==> src/rtl/ham_scrub_pkg.sv <==
// Shared definitions for the Hamming(15,11) RAM scrubber.
// Codeword bit i holds Hamming position i+1; parity bits sit at positions 1, 2, 4, 8.
package ham_scrub_pkg;

    localparam int HAM_N  = 15;
    localparam int HAM_K  = 11;
    localparam int RD_LAT = 1;

    localparam logic [2:0] ST_IDLE  = 3'd0;
    localparam logic [2:0] ST_READ  = 3'd1;
    localparam logic [2:0] ST_WAIT  = 3'd2;
    localparam logic [2:0] ST_CHECK = 3'd3;
    localparam logic [2:0] ST_WRITE = 3'd4;
    localparam logic [2:0] ST_NEXT  = 3'd5;

    // XOR of the 1-based positions of all set bits; zero for a valid codeword.
    function automatic logic [3:0] ham_syndrome(input logic [HAM_N-1:0] w);
        logic [3:0] s;
        s = '0;
        for (int unsigned i = 0; i < HAM_N; i++) begin
            if (w[i]) s = s ^ 4'(i + 1);
        end
        return s;
    endfunction

endpackage

==> src/rtl/ham_15_11_check.sv <==
// Hamming(15,11) encoder, decoder and the decode/re-encode checker used by the scrubber.
module ham_15_11_enc
    import ham_scrub_pkg::*;
(
    input  logic [HAM_K-1:0] data,
    output logic [HAM_N-1:0] code
);
    // Scatter data into non-power-of-two positions, then fill parity from the syndrome.
    always_comb begin
        int unsigned j;
        logic [3:0]  syn;
        code = '0;
        j    = 0;
        for (int unsigned i = 0; i < HAM_N; i++) begin
            if (((i + 1) & i) != 0) begin
                code[i] = data[j];
                j++;
            end
        end
        syn     = ham_syndrome(code);
        code[0] = syn[0];
        code[1] = syn[1];
        code[3] = syn[2];
        code[7] = syn[3];
    end
endmodule

module ham_15_11_dec
    import ham_scrub_pkg::*;
(
    input  logic [HAM_N-1:0] code,
    output logic [HAM_K-1:0] data
);
    // Flip the bit named by the syndrome, then gather the data positions.
    always_comb begin
        int unsigned j;
        logic [3:0]  syn;
        logic [HAM_N-1:0] fixed;
        syn   = ham_syndrome(code);
        fixed = code;
        for (int unsigned i = 0; i < HAM_N; i++) begin
            if (syn == 4'(i + 1)) fixed[i] = ~fixed[i];
        end
        data = '0;
        j    = 0;
        for (int unsigned i = 0; i < HAM_N; i++) begin
            if (((i + 1) & i) != 0) begin
                data[j] = fixed[i];
                j++;
            end
        end
    end
endmodule

module ham_15_11_check
    import ham_scrub_pkg::*;
(
    input  logic [HAM_N-1:0] raw,
    output logic [HAM_N-1:0] fixed,
    output logic             mismatch
);
    logic [HAM_K-1:0] data;

    ham_15_11_dec u_dec (.code(raw),  .data(data));
    ham_15_11_enc u_enc (.data(data), .code(fixed));

    assign mismatch = (fixed != raw);
endmodule

==> src/rtl/ham_15_11_scrubber.sv <==
// Background scrubber: reads each RAM word, re-encodes it and writes back any correction.
// Optional build macro SCRUB_CONTINUOUS_EN: wrap to address 0 after the last word instead of idling.
module ham_15_11_scrubber
    import ham_scrub_pkg::*;
#(
    parameter int ADDR_W = 10,
    parameter int DEPTH  = 1024,
    parameter int CNT_W  = 16
) (
    input  logic              clk_i,
    input  logic              rst_i,
    input  logic              start_i,
    input  logic              stop_i,
    input  logic              mem_grant_i,
    output logic [ADDR_W-1:0] mem_addr_o,
    output logic              mem_rd_o,
    input  logic [14:0]       mem_rdata_i,
    output logic              mem_wr_o,
    output logic [14:0]       mem_wdata_o,
    output logic              busy_o,
    output logic              done_o,
    output logic              err_o,
    output logic [ADDR_W-1:0] err_addr_o,
    output logic [CNT_W-1:0]  corr_cnt_o
);
    localparam logic [ADDR_W-1:0] LAST = ADDR_W'(DEPTH - 1);

    logic [2:0]        state;
    logic [ADDR_W-1:0] addr;
    logic [14:0]       raw_r;
    logic [14:0]       fix_r;
    logic [14:0]       chk_fixed;
    logic              chk_mismatch;

    ham_15_11_check u_check (
        .raw      (raw_r),
        .fixed    (chk_fixed),
        .mismatch (chk_mismatch)
    );

    // Strobes are also masked by rst_i so a reset cycle never issues a RAM access.
    assign mem_rd_o    = (state == ST_READ)  && mem_grant_i && !rst_i;
    assign mem_wr_o    = (state == ST_WRITE) && mem_grant_i && !rst_i;
    assign mem_wdata_o = (state == ST_WRITE) ? fix_r : '0;
    assign mem_addr_o  = addr;
    assign busy_o      = (state != ST_IDLE);

    // Scrub sequencer, status pulses and correction bookkeeping.
    always_ff @(posedge clk_i) begin
        if (rst_i) begin
            state      <= ST_IDLE;
            addr       <= '0;
            raw_r      <= '0;
            fix_r      <= '0;
            done_o     <= 1'b0;
            err_o      <= 1'b0;
            err_addr_o <= '0;
            corr_cnt_o <= '0;
        end else begin
            done_o <= 1'b0;
            err_o  <= 1'b0;
            case (state)
                ST_IDLE: begin
                    if (start_i) begin
                        addr  <= '0;
                        state <= ST_READ;
                    end
                end
                ST_READ: begin
                    if (mem_grant_i) state <= ST_WAIT;
                end
                ST_WAIT: begin
                    raw_r <= mem_rdata_i;
                    state <= ST_CHECK;
                end
                ST_CHECK: begin
                    fix_r <= chk_fixed;
                    state <= chk_mismatch ? ST_WRITE : ST_NEXT;
                end
                ST_WRITE: begin
                    if (mem_grant_i) begin
                        err_o      <= 1'b1;
                        err_addr_o <= addr;
                        if (corr_cnt_o != '1) corr_cnt_o <= corr_cnt_o + CNT_W'(1);
                        state      <= ST_NEXT;
                    end
                end
                ST_NEXT: begin
                    if (addr == LAST) begin
                        done_o <= 1'b1;
`ifdef SCRUB_CONTINUOUS_EN
                        if (stop_i) begin
                            state <= ST_IDLE;
                        end else begin
                            addr  <= '0;
                            state <= ST_READ;
                        end
`else
                        state <= ST_IDLE;
`endif
                    end else if (stop_i) begin
                        state <= ST_IDLE;
                    end else begin
                        addr  <= addr + ADDR_W'(1);
                        state <= ST_READ;
                    end
                end
                default: state <= ST_IDLE;
            endcase
        end
    end

endmodule

==> config.mk <==
export PLATFORM = sky130hd
export DESIGN_NAME = ham_15_11_scrubber
export DESIGN_NICKNAME = d
export VERILOG_FILES = /design/src/rtl/ham_scrub_pkg.sv /design/src/rtl/ham_15_11_check.sv /design/src/rtl/ham_15_11_scrubber.sv
export SDC_FILE = /design/constraint.sdc
export NUM_CORES = 1
export LEC_CHECK = 0
export ABC_AREA = 1
export ABC_CLOCK_PERIOD_IN_PS = 2800
export CAP_MARGIN = 20
export CORE_MARGIN = 3
export CORE_UTILIZATION = 53
export DETAILED_ROUTE_END_ITERATION = 16
export GPL_ROUTABILITY_DRIVEN = 0
export PLACE_DENSITY = 0.92
export SYNTH_ARGS = -nofsm -noshare
export SYNTH_HDL_FRONTEND = slang
export SYNTH_SLANG_ARGS = --single-unit
==> constraint.sdc <==
create_clock -name clk_i -period 2.8 [get_ports clk_i]
set_input_delay 0.56 -clock clk_i [delete_from_list [all_inputs] [get_ports clk_i]]
set_output_delay 0.56 -clock clk_i [all_outputs]
set_load 0.01 [all_outputs]
==> metrics.md <==
| Metric | Value |
|---|---|
| Die area | 0.00914 mm^2 |
| Post-synth EDFFs | 0 |
| Clk_skew | 10.4 ps |
| Post-Synthesis Cells | between 600 and 700 |
| Final max-slew violation count | 0 |
| Final Cycle Share | 114% |
| PwrDens | roughly 1400 mW/mm^2 |
| Required @ worst endpoint | slightly above 3000 ps |
| Initial core utilization | 54.8% |
| RSZ-0062 raised after global routing | yes |
| Reg area | roughly 0.0015 mm^2 |
| Fin area | about 0.0057 mm^2 |
| Clock transition at the registers of the reported paths | around 80 ps |
| Area of the core | roughly 0.0078 mm^2 |
| Share of cells above drive strength 1 | between 20% and 30% |
| Failing checks | setup timing |
| Antenna violations before repair | 0 |
| GR Util All Layers | between 20% and 30% |
| Antenna Nets Post-Route | 0 |
| Post-Synth Simple-Gate Area | between 30 and 40% |
| P_leak | 2.44 nW |
| Adder-Cell Fraction of Synth Area | less than 1% |
| Vias per cell | around 6 |
| Area taken by multi-input logic gates | approximately 0.0026 mm^2 |
| Crit-path most repeated cell | nand2_1 |
| Routed WL per cell | approximately 17 um |
| Seq/Total Area, Yosys | 33.4% |
| Fmax achieved | 313 MHz |
| Mux contribution to synthesized area | 0% |
| WHS Endpoint | mem_addr_o[8] |
| Status | complete, but fails checks |
| Final worst slack | -391 ps |
| Crit start category | register |
| Chip Height | 95.6 um |
| Root Buffer | clkbuf_8 |
| Clk_lat worst skew | roughly 360 ps |
| Worst-path maximum fanout | 8 |
| Drt total wl | 14.5 mm |
| Setup violators final | 1 |
| Vias in the first global route | roughly 4400 |
| Clock Tree Buf Depth | 2 |
| Total negative slack | -391 ps |
| Dpl hpwl | ~8.6 mm |
| Via count | approximately 5200 |
| Final Hold Viols | 0 |
| Min-delay worst type | register to register |
| Die Wd | around 96 um |
| Drc violations | 0 |
| Syn nets | 700 |
| H-tree depth | 3 |
| Total gr overflow | 0 |
| YS warnings | 0 |
| Register bit total from synthesis | about 70 |
| Top_reg_cell synth | dfxtp_1 |
| Clk sinks | around 70 |
| IO Port Bufs | 75 |
| Cell area after synthesis | 0.00425 mm^2 |
| Critical path's slowest cell | dfxtp_4 |
| Maxcap violations | 0 |
| Area Overhead vs Synth | 34.4% |
| Synth async-reset ratio | 0% |
| Hold_sp | mem_addr_o[7] |
| # fillers | ~540 |
| Antenna diodes | 0 |
| Post-DP Area | 0.00510 mm^2 |
| VDD IR max | 0.526 mV |
| Worst r2r src | raw_r[13] |
| CP endpoint kind | register |
| Cts hold-fix bufs | 0 |
| Row count | 32 |
| Reg-to-reg setup timing slack | -390 ps |
| Hold path depth | 1 |
| Max-slew headroom at the worst pin | 35.9% |
| Ports | 76 |
| Worst R2R End | state[0] |
| CTS Buf Count | 9 |
| CP arrival | approximately 3500 ps |
| Critical path type | register to register |
| Critical path origin | raw_r[13] |
| Global-route wire length before repair | between 15 and 20 mm |
| Place WS | -28.9 ps |
| Post-Syn Area per Cell | 6.27 um^2 |
| R2R depth | 29 |
| CTS tree | built |
| Min cycle time layout | roughly 3200 ps |
| Largest net degree at the start of global routing | 32 |
| Yosys cell types | 31 |
| DRT iter0 DRCs | about 700 |
| CP peak stage delay | roughly 420 ps |
| Synth Area in Compound Gates | between 10% and 20% |
| Xor/xnor share of the synthesized area | roughly 3.6% |
| Worst Max-Slew Pin Slew | roughly 960 ps |
| Pre-antenna DRT Iters | 9 |
| Largest family of logic cells by synthesized area | simple AND/OR/NAND/NOR gates |
| Final nets | around 800 |
synth_stat cells (5+ instances only):
master    number  area, um^2
a211oi_1       5        37.5
a21oi_1       61         305
buf_6          5        56.3
clkbuf_1      14        52.6
dfxtp_1       71        1420
inv_1         84         315
inv_2         17        63.8
nand2_1      181         679
nand2_2       22         138
nand3_1       50         250
nand4_1        5        31.3
nor2_1        55         206
nor2_4         5        56.3
nor3_1        13        65.1
o21ai_0       51         255
xnor2_1        7        61.3
xor2_1         7        61.3
layout by cell type (no fill, tap or decap), types with 2 or more instances in the layout:
cell	n
a211oi_1	5
a21oi_1	61
a31oi_1	3
buf_4	21
clkbuf_8	10
clkdlybuf4s50_1	75
clkinv_2	2
dfxtp_1	58
dfxtp_2	5
dfxtp_4	8
ha_1	2
inv_1	79
inv_2	20
inv_4	2
nand2_1	142
nand2_2	48
nand2_4	13
nand3_1	37
nand3_2	13
nand4_1	5
nor2_1	50
nor2_2	4
nor2_4	11
nor3_1	13
nor4_1	2
o21a_1	2
o21ai_0	51
xnor2_1	7
xor2_1	6
xor2_4	2
per-layer routing:
metal  track usage (%)  up-vias  wire length (um)
met5                 0        -                 0
met4              13.6        0              1020
met3              7.73      134              1660
met2              44.1      423              6640
met1              30.8     2269              5130
li1                  -     2334                 -
where the power goes:
group          total, mW  internal [mW]  leakage [nW]  switching (mW)
sequential          1.36           1.17         0.583           0.197
combinational       5.75           1.82          1.75            3.93
clock              0.849          0.433         0.103           0.417
cell families after synthesis:
| group | count (synthesis) |
|---|---|
| simple gates | 336 |
| compound gates | 128 |
| buf+inv | 125 |
| flops | 71 |
| xor+xnor | 16 |
| fa+ha+maj | 2 |
per-stage QoR:
stage / instances / utilization [%] / hold slack (ps) / power (mW)
finish: 870 / 73.6 / 482 / 7.97
global route: 870 / 73.6 / 520 / 8.36
CTS: 860 / 68.2 / 484 / 6.10
detailed placement: 845 / 65.7 / 469 / 5.22
global placement: 845 / 65.7 / 451 / 5.06
floorplan: 678 / - / 467 / 4.49
timing repair:
item	in CTS	in global routing
endpoints found under the setup margin	1	4
gates cloned	0	2
setup buffers	0	8
resized for setup	3	106
pin swaps	0	35
layout make-up:
type / count / area share (%)
Multi-Input combinational cell: 484 / 46.0
Sequential cell: 71 / 25.5
Timing Repair Buffer: 97 / 16.1
Inverter: 101 / 6.72
Clock buffer: 10 / 2.41
Tap cell: 102 / 2.23
Clock inverter: 5 / 1.01
critical path, delay by kind of cell, from the launching register on:
kind,cells,cell delay (ps)
DFF,1,420
AOI/OAI and AO/OA,1,140
buffers and inverters,3,360
and+or+nand+nor,25,2230
worst max path at each step:
| stage | to | slack (ps) | cells after the start |
|---|---|---|---|
| 2_1_floorplan | state[0] | 530 | 25 |
| 3_3_place_gp | state[0] | 140 | 23 |
| 3_5_place_dp | state[0] | -30 | 23 |
| 4_1_cts | state[0] | 20 | 26 |
| 5_1_grt | state[0] | -460 | 28 |
| 6_report | state[0] | -390 | 29 |
registers in the layout, indices dropped and copies added (netlist names):
signal and count:
err_o 1, done_o 1, raw_r 15, fix_r 15, corr_cnt_o 16, err_addr_o 10, state 3, mem_addr_o 10
(Power assumes the default switching activity.)
==> edit: new RTL, same flow settings <==
The option `SCRUB_CONTINUOUS_EN` is turned on by a define.
--- a/src/rtl/ham_15_11_scrubber.sv
+++ b/src/rtl/ham_15_11_scrubber.sv
@@ -2,2 +2,4 @@
 // Optional build macro SCRUB_CONTINUOUS_EN: wrap to address 0 after the last word instead of idling.
+`define SCRUB_CONTINUOUS_EN
+
 module ham_15_11_scrubber
Function: same outputs for any inputs over 4 cycles, from zero or initial values and one cycle with rst_i high; that may be too few to reach the edited logic, so the function may still have changed.
==> edit against the unedited design <==
Wire length is 8.0% lower. First-iteration DRC count fell by 42%. Via count shrank 0.89%. Synthesized cell count increased by 3.4%. Final area grew 0.79%. Global-route usage shrank 2.0 points. Area after synthesis rose by 2.5%. Worst hold slack better by 0.0081 ns. Sequential cell count unchanged. Worst setup slack gained 0.44 ns. Critical path depth is 3 lower.
Power is not compared: it rests on default switching activity, and its combinational part moved more than twofold at a synthesized area within 25%.
==> edit: results <==
{
  "outcome": "complete, no violations",
  "met3_usage_pct": 3.97,
  "combined_global_route_utilization_of_all_metal_layers_pct": 24.5,
  "highest_layer": "met4",
  "critPathLaunch": "raw_r[13]",
  "synthTopCellsByCount": "sky130_fd_sc_hd__nand2_1 (203), sky130_fd_sc_hd__inv_1 (90), sky130_fd_sc_hd__dfxtp_1 (71)",
  "grt_first_pass_wirelength_mm": 19.8,
  "synthTopCellsByArea": "sky130_fd_sc_hd__dfxtp_1 (33%), sky130_fd_sc_hd__nand2_1 (17%), sky130_fd_sc_hd__inv_1 (7.7%)",
  "path_clk_slew_ns": 0.08,
  "biggestRegsByFlops": "corr_cnt_o (16), fix_r (15), raw_r (15)",
  "drt_first_pass_iters": 6,
  "fill_cells": 572,
  "viasPerCell": 5.70,
  "placement.cell_area_um2": 5180,
  "cts-htree-levels": 3,
  "critical_path.max_fanout": 7,
  "final_setup_skew_ns": 0.0135,
  "worstHoldStart": "corr_cnt_o[5]",
  "clock_tree.root_cell": "sky130_fd_sc_hd__clkbuf_8",
  "share_of_async_settable_or_async_resettable_flops_after_synthesis_pct": 0,
  "wirelength_met1_mm": 5.09,
  "grt_use_met1_pct": 29.7,
  "syn_inst": 701,
  "insertion_delay_ns": 0.35,
  "netSwitchingPower_mw": 1.87,
  "wl_per_cell_um": 14.8,
  "arrival_ns": 3.03,
  "routed-wl-met3_mm": 1.15,
  "finalNetCount": 812,
  "cell_depth_of_the_worst_min_delay_path": 2,
  "irDropWorstVdd_mv": 0.415,
  "met2RoutedLength_mm": 6.53,
  "setup_viol": 0,
  "clock_tree.buffer_depth": 2,
  "detailedPlace.worstSlack_ns": -0.00659,
  "path_delay_family": "simple AND/OR/NAND/NOR gates",
  "cellLeakagePower_nw": 2.48,
  "num_cts_buffers": 9,
  "dr.first_iter.drc_count": 409,
  "place.detailed.hpwl_mm": 8.78,
  "post_synth_net_total": 723,
  "synthesis.yosys.warnings": 0,
  "dp_cells": 867,
  "finish.cell_count_without_fillers": 897,
  "numPortBuffers": 75,
  "grt.met2_usage_pct": 43.6,
  "drt.antenna.violating_nets": 0,
  "worst_r2r_path_depth": 26,
  "maximum_number_of_pins_on_one_net_before_global_route_repair": 43,
  "synth_largest_type_area_fraction_pct": 32.6,
  "yosysSeqAreaShare_pct": 32.6,
  "grt_pass1_vias": 4521,
  "max_slew.worst_pin.slew_ns": 0.678,
  "yosys.cell_types.count": 41,
  "ratio_of_cells_with_drive_above_1_in_the_final_layout_pct": 18.0
}
edit: cell count changes after synthesis, sizes merged, moves of 3 or more:
cell	change
clkinv	+3
a21oi	-8
nor3	+3
o21ai	+3
nand3	-6
clkbuf	-3
a31oi	-3
nor2	+7
xor2	-5
nand2	+19
and3	+3
nand4	+6
edit: cell type report:
| type | instances | area, µm² | area share, % |
|---|---|---|---|
| Multi-Input combinational cell | 508 | 2660 | 46.1 |
| Sequential cell | 71 | 1450 | 25.2 |
| Timing Repair Buffer | 96 | 925 | 16.0 |
| Inverter | 104 | 403 | 6.99 |
| Clock buffer | 11 | 141 | 2.45 |
| Tap cell | 102 | 128 | 2.21 |
| Clock inverter | 5 | 57.6 | 0.999 |
edit: cell families (layout without fill, tap and decap cells):
kind of cell             after synthesis  after routing  share of synthesized area [%]
XOR/XNOR                               9             11                           2.41
AO/OA/AOI/OAI                        122            122                           14.8
buffers and inverters                126            216                           12.3
adder cells (fa/ha/maj)                2              2                          0.574
flip-flops                            71             71                           32.6
AND/OR/NAND/NOR                      371            373                           37.3
edit: power groups by stage:
stage / Sequential (mW) / Clock (mW) / Combinational (mW)
after floorplan: 1.10 / 0 / 1.30
after global placement: 1.12 / 0 / 1.47
after detailed placement: 1.13 / 0 / 1.56
after CTS: 1.10 / 0.834 / 1.57
after global routing: 1.12 / 0.886 / 2.33
final: 1.11 / 0.830 / 2.15
edit: timing repair:
item                                    CTS  global route
endpoints found under the setup margin    1             4
pin swaps                                 0            22
setup buffers                             0            10
resized for setup                         1            90
cloned                                    0             4
edit: worst paths after layout:
| check | to | slack (ns) |
|---|---|---|
| worst max-delay path | state[0] | 0.05 |
| worst min-delay path | corr_cnt_o[5] | 0.49 |
| worst max register to register | state[0] | 0.05 |
| worst min register to register | corr_cnt_o[5] | 0.49 |
